<file path="src/rtl/tt_sweep_capture_if.sv">
// Bundle for the sweep/capture block. The master side drives the function
// inputs and presents the result; the slave side supplies f_in, start/abort
// and accepts the result.
interface tt_sweep_capture_if;
  logic         start;
  logic         abort;
  logic         busy;
  logic         x0;
  logic         x1;
  logic         x2;
  logic         x3;
  logic         x4;
  logic         x5;
  logic         x6;
  logic         f_in;
  logic         res_valid;
  logic         res_ready;
  logic [127:0] tt;
  logic [7:0]   ones;

  modport master (
    input  start, abort, f_in, res_ready,
    output busy, x0, x1, x2, x3, x4, x5, x6, res_valid, tt, ones
  );

  modport slave (
    output start, abort, f_in, res_ready,
    input  busy, x0, x1, x2, x3, x4, x5, x6, res_valid, tt, ones
  );
endinterface

</file>
<file path="src/rtl/tt_sweep_capture.sv">
// Sweeps a 7-input combinational block through all 128 input vectors in
// ascending order, captures its truth table plus onset size, and hands the
// result out on a valid/ready port.
//
//   state  | meaning
//   -------+-----------------------------------------------------------
//   IDLE   | waiting for start; last accepted table still presented
//   DRIVE  | x0..x6 = idx, letting the function settle for SETTLE+1 cycles
//   SAMPLE | capture f_in into tt[idx], accumulate ones
//   DONE   | res_valid high, table frozen until res_ready
module tt_sweep_capture #(
  parameter int SETTLE = 1,
  parameter int ONES_W = 8
) (
  input logic              clk,
  input logic              rst,
  tt_sweep_capture_if.master bus
);

  localparam logic [1:0] IDLE   = 2'd0;
  localparam logic [1:0] DRIVE  = 2'd1;
  localparam logic [1:0] SAMPLE = 2'd2;
  localparam logic [1:0] DONE   = 2'd3;

  localparam logic [3:0] SETTLE_C = 4'(SETTLE);

  logic [1:0]        state_q;
  logic [6:0]        idx_q;
  logic [3:0]        cnt_q;
  logic [127:0]      tt_q;
  logic [ONES_W-1:0] ones_q;
  logic              sweeping;
  logic [6:0]        x_drv;

  // Sequencer: vector stepping, capture, abort and result handshake.
  always_ff @(posedge clk or posedge rst) begin
    if (rst) begin
      state_q <= IDLE;
      idx_q   <= 7'd0;
      cnt_q   <= 4'd0;
      tt_q    <= '0;
      ones_q  <= '0;
    end else begin
      case (state_q)
        IDLE: begin
          if (bus.start) begin
            state_q <= DRIVE;
            idx_q   <= 7'd0;
            cnt_q   <= 4'd0;
            tt_q    <= '0;
            ones_q  <= '0;
          end
        end
        DRIVE: begin
          if (bus.abort) begin
            state_q <= IDLE;
            tt_q    <= '0;
            ones_q  <= '0;
          end else if (cnt_q == SETTLE_C) begin
            state_q <= SAMPLE;
          end else begin
            cnt_q <= cnt_q + 4'd1;
          end
        end
        SAMPLE: begin
          // Abort wins even on the final vector, so no partial result escapes.
          if (bus.abort) begin
            state_q <= IDLE;
            tt_q    <= '0;
            ones_q  <= '0;
          end else begin
            tt_q[idx_q] <= bus.f_in;
            ones_q      <= ones_q + ONES_W'(bus.f_in);
            if (idx_q == 7'd127) begin
              state_q <= DONE;
            end else begin
              idx_q   <= idx_q + 7'd1;
              cnt_q   <= 4'd0;
              state_q <= DRIVE;
            end
          end
        end
        default: begin
          if (bus.res_ready) state_q <= IDLE;
        end
      endcase
    end
  end

  // Outputs decoded from state; x0..x6 only carry idx while sweeping.
  always_comb begin
    sweeping = (state_q == DRIVE) || (state_q == SAMPLE);
    x_drv    = sweeping ? idx_q : 7'd0;
  end

  assign bus.busy      = sweeping;
  assign bus.res_valid = (state_q == DONE);
  assign bus.tt        = tt_q;
  assign bus.ones      = ones_q;
  assign bus.x0        = x_drv[0];
  assign bus.x1        = x_drv[1];
  assign bus.x2        = x_drv[2];
  assign bus.x3        = x_drv[3];
  assign bus.x4        = x_drv[4];
  assign bus.x5        = x_drv[5];
  assign bus.x6        = x_drv[6];

endmodule
</file>
<file path="src/flat_wrapper.sv">
// flat-port wrapper written by rule: the top's interface ports become plain ports
module tt_sweep_capture_flat 
#(
  parameter int SETTLE = 1,
  parameter int ONES_W = 8
)
  (clk, rst, bus_start, bus_abort, bus_f_in, bus_res_ready, bus_busy, bus_x0, bus_x1, bus_x2, bus_x3, bus_x4, bus_x5, bus_x6, bus_res_valid, bus_tt, bus_ones);
  tt_sweep_capture_if bus_i ();
  input logic clk;
  input logic rst;
  input wire logic [$bits(bus_i.start)-1:0] bus_start;
  input wire logic [$bits(bus_i.abort)-1:0] bus_abort;
  input wire logic [$bits(bus_i.f_in)-1:0] bus_f_in;
  input wire logic [$bits(bus_i.res_ready)-1:0] bus_res_ready;
  output wire logic [$bits(bus_i.busy)-1:0] bus_busy;
  output wire logic [$bits(bus_i.x0)-1:0] bus_x0;
  output wire logic [$bits(bus_i.x1)-1:0] bus_x1;
  output wire logic [$bits(bus_i.x2)-1:0] bus_x2;
  output wire logic [$bits(bus_i.x3)-1:0] bus_x3;
  output wire logic [$bits(bus_i.x4)-1:0] bus_x4;
  output wire logic [$bits(bus_i.x5)-1:0] bus_x5;
  output wire logic [$bits(bus_i.x6)-1:0] bus_x6;
  output wire logic [$bits(bus_i.res_valid)-1:0] bus_res_valid;
  output wire logic [$bits(bus_i.tt)-1:0] bus_tt;
  output wire logic [$bits(bus_i.ones)-1:0] bus_ones;
  assign bus_i.start = bus_start;
  assign bus_i.abort = bus_abort;
  assign bus_i.f_in = bus_f_in;
  assign bus_i.res_ready = bus_res_ready;
  assign bus_busy = bus_i.busy;
  assign bus_x0 = bus_i.x0;
  assign bus_x1 = bus_i.x1;
  assign bus_x2 = bus_i.x2;
  assign bus_x3 = bus_i.x3;
  assign bus_x4 = bus_i.x4;
  assign bus_x5 = bus_i.x5;
  assign bus_x6 = bus_i.x6;
  assign bus_res_valid = bus_i.res_valid;
  assign bus_tt = bus_i.tt;
  assign bus_ones = bus_i.ones;
  tt_sweep_capture #(.SETTLE(SETTLE), .ONES_W(ONES_W)) u_core (.clk(clk), .rst(rst), .bus(bus_i));
endmodule
</file>
<file path="config.mk">
export PLATFORM = sky130hd
export DESIGN_NAME = tt_sweep_capture_flat
export DESIGN_NICKNAME = d
export VERILOG_FILES = /design/src/rtl/tt_sweep_capture_if.sv /design/src/rtl/tt_sweep_capture.sv /design/src/flat_wrapper.sv
export SDC_FILE = /design/constraint.sdc
export NUM_CORES = 1
export LEC_CHECK = 0
export CAP_MARGIN = 20
export CORE_MARGIN = 8
export CORE_UTILIZATION = 55
export CTS_CLUSTER_SIZE = 24
export DETAILED_ROUTE_END_ITERATION = 8
export GPL_ROUTABILITY_DRIVEN = 0
export PLACE_DENSITY = 0.95
export SYNTH_ARGS = -nofsm -noshare
export SYNTH_HDL_FRONTEND = slang
export SYNTH_SLANG_ARGS = --single-unit
</file>
<file path="constraint.sdc">
create_clock -name clk -period 7.9 [get_ports clk]
set_input_delay 1.58 -clock clk [delete_from_list [all_inputs] [get_ports clk]]
set_output_delay 1.58 -clock clk [all_outputs]
set_load 0.005 [all_outputs]
</file>
# Word level (Yosys, flattened, before mapping)
# Index checks and enable logic that the tools add are counted.
op_classes:
  add_sub_neg: 3
  order_cmp: 2
  eq_ne: 12
  n_mux: 29
  reduce_logical: 10
ops:
  columns: ["operator", "count"]
  rows:
  - ["two-way mux 128 bit", 3]
  - ["one-hot mux 128 bit (3 select lines)", 1]
  - ["bitwise mux 128 bit", 1]
  - ["two-way mux 7 bit", 4]
  - ["two-way mux 8 bit", 3]
  - ["one-hot mux 8 bit (3 select lines)", 1]
  - ["two-way mux 4 bit", 5]
  - ["one-hot mux 7 bit (2 select lines)", 1]
  - ["two-way mux 2 bit", 6]
  - ["inequality test 2 bit, second input constant", 6]
  - ["one-hot mux 4 bit (3 select lines)", 1]
  - ["adder 8 x 1 -> 8 bit", 1]
  - ["less-than comparator 7 x 8 -> 1 bit, second input constant", 1]
  - ["adder 7 x 1 -> 7 bit, second input constant", 1]
  - ["demux 1 bit (select 7 bit)", 1]
  - ["equality test 7 bit, second input constant", 1]
  - [">= comparator 7 x 1 -> 1 bit, second input constant", 1]
  - ["one-hot mux 2 bit (3 select lines)", 1]
  - ["AND reduction 3 bit", 2]
  - ["AND reduction 6 bit", 1]
  - ["adder 4 x 1 -> 4 bit, second input constant", 1]
  - ["equality test 2 bit, second input constant", 2]
  - ["equality test 4 x 1 -> 1 bit, second input constant", 1]
  - ["AND reduction 4 bit", 1]
  - ["9 further kinds", 9]
totals:
  reg_bits: 149
  inputBits: 6
  output_inout_bits: 145

# Depth between registers and ports, before layout
logic_depth:
  depth_word: 7
  mapped_depth: 9
  ltp_nobuf: 6

# Worst setup path after synthesis
# OpenSTA, ideal clock, no wires.
synth_path:
  kind: "input to register"
  from: "input port bus_abort"
  to: "register u_core.tt_q[17] (netlist: u_core.bus.tt[17])"
  setup_time_ns: 0.131
  t_arrival_ns: 2.594
  required_time_ns: 7.769
  path_slack_ns: 5.175
  path_stages: 7
  path_buffers: 3
  path_cell_list: "buf_4 nand2b_1 buf_4 nand4_1 buf_2 o211ai_1 o31ai_1"
synth_between:
  elab_chain_len: 2
  word_cells_on_any_way: 4
  cone_classes: "eq/ne (1); mux (2); reduce/logical (1)"
synth_rtl:
  columns: ["element", "line", "source"]
  rows:
  - ["start, declared", "flat_wrapper.sv:12", "input wire logic [$bits(bus_i.abort)-1:0] bus_abort;"]
  - ["two-way mux 128 bit / inequality test 2 bit (equally long branches)", null, null]
  - ["one-hot mux 128 bit (3 select lines) / AND reduction 3 bit (equally long branches)", null, null]
  - ["end signal, assigned by index", "tt_sweep_capture.sv:72", "tt_q[idx_q] <= bus.f_in;"]
  - ["end, declared", "tt_sweep_capture.sv:30", "logic [127:0] tt_q;"]
# Several ways; a longest one is shown, not always the timed one.
# A chain may end at the register's enable or synchronous reset.

# Worst setup path after layout
layout_path:
  from: "input port bus_abort"
  to: "register u_core.tt_q[80] (netlist: u_core.bus.tt[80])"
# Same word-level chain as after synthesis.

==> flow_metrics.tcl <==
set metrics [dict create \
    outcome "complete, no violations" \
    routed_wl_mm 21.15 \
    cts_tree "done" \
    die_h_um 130.0 \
    ir_drop_mv 0.1777 \
    worstPathArrival_ns 4.32 \
    drv_slew 0 \
    io_buffer_count 150 \
    hold_slack_ns 0.5272 \
    relSlewSlack_pct 32.96 \
    fillers 850 \
    routedWlPerCell_um 22.52 \
    hold_viol_final 0 \
    drc 0 \
    maxCapViolations 0 \
    cts.sinks 149 \
    core.rowCount 41 \
    vias 6290 \
    final_area_mm2 0.009176 \
    first_global_vias 6123 \
    via_per_inst 6.699 \
    layout_commonest_cell "clkdlybuf4s50_1" \
    numCtsBuffers 17 \
    setup_viol 0 \
    cts_setup_buffers 0 \
    start_util_pct 56.38 \
    first_pass_iters 6 \
    synthesis.nets 674 \
    insertion_delay_ns 0.41 \
    final_cell_mix "150 x clkdlybuf4s50_1, 149 x dfrtp_1, 128 x o211ai_1, 128 x o31ai_1, 25 x nand2_1" \
    drt_iter0_drc 869 \
    fin_crit_sh_pct 51.52 \
    synth_cell_types 46 \
    layout.cells.non_filler 939 \
    rsz0062_at_grt "no" \
    multi_input_area_mm2 0.002993 \
    dieArea_mm2 0.01689 \
    final_util_pct 72.42 \
    async_reset_ff_share_pct 100.0 \
    nNetsFinal 773 \
    start_kind "primary input" \
    die_w_um 130.0 \
    root_buffer "clkbuf_16" \
    grt_antenna_before_repair 0 \
    clk_pin_slew_ns 0.05 \
    ys_seq_area_share_pct 52.19 \
    synth_area_mm2 0.007144 \
    p_per_area_mw_per_mm2 221.8 \
    avgSynthCellArea_um2 10.86 \
    cts_max_level 4 \
    fin_skew_ns 0.01005 \
    cts_buffer_depth 2 \
    register_area_mm2 0.003729 \
    ys.flop_type "dfrtp_1" \
    finalSetupTns_ns 0 \
    finalCriticalPeriod_ns 4.070 \
    numPlacedInstances 908 \
    synth_warnings 0 \
    synthCells 658 \
    grt_use_total_pct 24.74 \
    dp_hpwl_mm 13.43 \
    crit_type "primary input to flip-flop" \
    leakage_nw 3.661 \
    crit_required_ns 8.15 \
    grt.overflow.total 0 \
    worst_slew_pin_slew_ns 1.003 \
    cp_max_fo 32 \
    drive_gt1_share_pct 7.040 \
    placed_cell_area_mm2 0.008564 \
    ys_ff_latch 149 \
    endpoint_kind "flip-flop" \
    reg2reg_depth 6 \
    diodes 0 \
    coreArea_mm2 0.01267 \
    cts_resized 0 \
    ios 151 \
    ant_nets 0 \
    holdPathStages 2 \
    hold_buffers 0 \
    area_delta_synth_final_pct 28.44 \
    grt_max_degree 128 \
    synth-edff-count 0 \
    min_path_type "flip-flop to flip-flop" \
    grt_pass1_wl_mm 32.82 \
    clock.fmax_ghz 0.2457 \
]
[power breakdown]
part	total, mW	internal, mW	switching (mW)
clock network	0.762	0.461	0.301
registers	0.806	0.778	0.0272
logic	0.468	0.116	0.353
[final timing paths]
check                                       start           endpoint  slack (ns)
worst max register to register  u_core.state_q[0]  u_core.bus.tt[80]        4.94
max in group asynchronous                     rst  u_core.bus.tt[59]        5.27
min in group asynchronous                     rst  u_core.state_q[0]        1.60
worst min register to register  u_core.bus.tt[53]  u_core.bus.tt[53]        0.53
worst min-delay path            u_core.bus.tt[53]  u_core.bus.tt[53]        0.53
worst max-delay path                    bus_abort  u_core.bus.tt[80]        3.83
[cell families (layout without fill, tap and decap cells)]
logic type | after synthesis | count (layout) | synth area share (%)
simple gates | 115 | 115 | 9.282
mux | 4 | 4 | 0.5779
flops | 149 | 149 | 52.19
buf+inv | 90 | 199 | 6.024
compound gates | 290 | 290 | 30.18
fa+ha+maj | 10 | 10 | 1.751
[layout make-up]
| cell class | count | share of cell area, % |
|---|---|---|
| Inverter | 9 | 0.4227 |
| Tap cell | 172 | 2.345 |
| Clock buffer | 21 | 5.236 |
| Clock inverter | 8 | 0.8317 |
| Sequential cell | 149 | 40.63 |
| Multi-Input combinational cell | 419 | 32.62 |
| Timing Repair Buffer | 161 | 17.92 |
[through the flow]
step	worst slack [ns]	power, mW
2_1_floorplan	2.312	1.163
3_3_place_gp	3.695	1.224
3_5_place_dp	3.573	1.253
4_1_cts	3.930	2.005
5_1_grt	3.705	2.111
6_report	3.830	2.036
[flip-flops by register name, indices dropped and copies added (netlist names)]
register and count:
u_core.bus.ones 8, u_core.bus.tt 128, u_core.idx_q 7, u_core.state_q 2
u_core.cnt_q 4
[per-layer routing]
| layer | wire length [um] | vias up | part of all wire, % | global-route usage, % |
|---|---|---|---|---|
| li1 | - | 2778 | - | - |
| met1 | 8227 | 3132 | 39 | 30.91 |
| met2 | 10580 | 350 | 50 | 41.26 |
| met3 | 2032 | 30 | 9.6 | 6.283 |
| met4 | 305 | 0 | 1.4 | 8.128 |
| met5 | 0 | - | 0 | 0 |
[Yosys cell counts (6+ instances only)]
library cell    n  area [um^2]
inv_1           9        33.78
clkbuf_1       22        82.58
buf_2          50        250.2
o211ai_1      128        960.9
ha_1           10        125.1
nand4_1         8        50.05
buf_4           8        60.06
nor3_1          6        30.03
nand3_1        18        90.09
and3_1          6        37.54
o31ai_1       128        960.9
and2_1          7        43.79
o21ai_0        13        65.06
nand2_1        26        97.59
dfrtp_1       149         3729
nor2_1         13        48.80
[critical path, stage by stage]
cell and delay, ns:
clkdlybuf4s50_1 0.66, nand2b_1 0.51, nand4_2 0.88, o211ai_1 0.55, o31ai_1 0.14
Note: power is estimated with default switching activity, not from simulation.
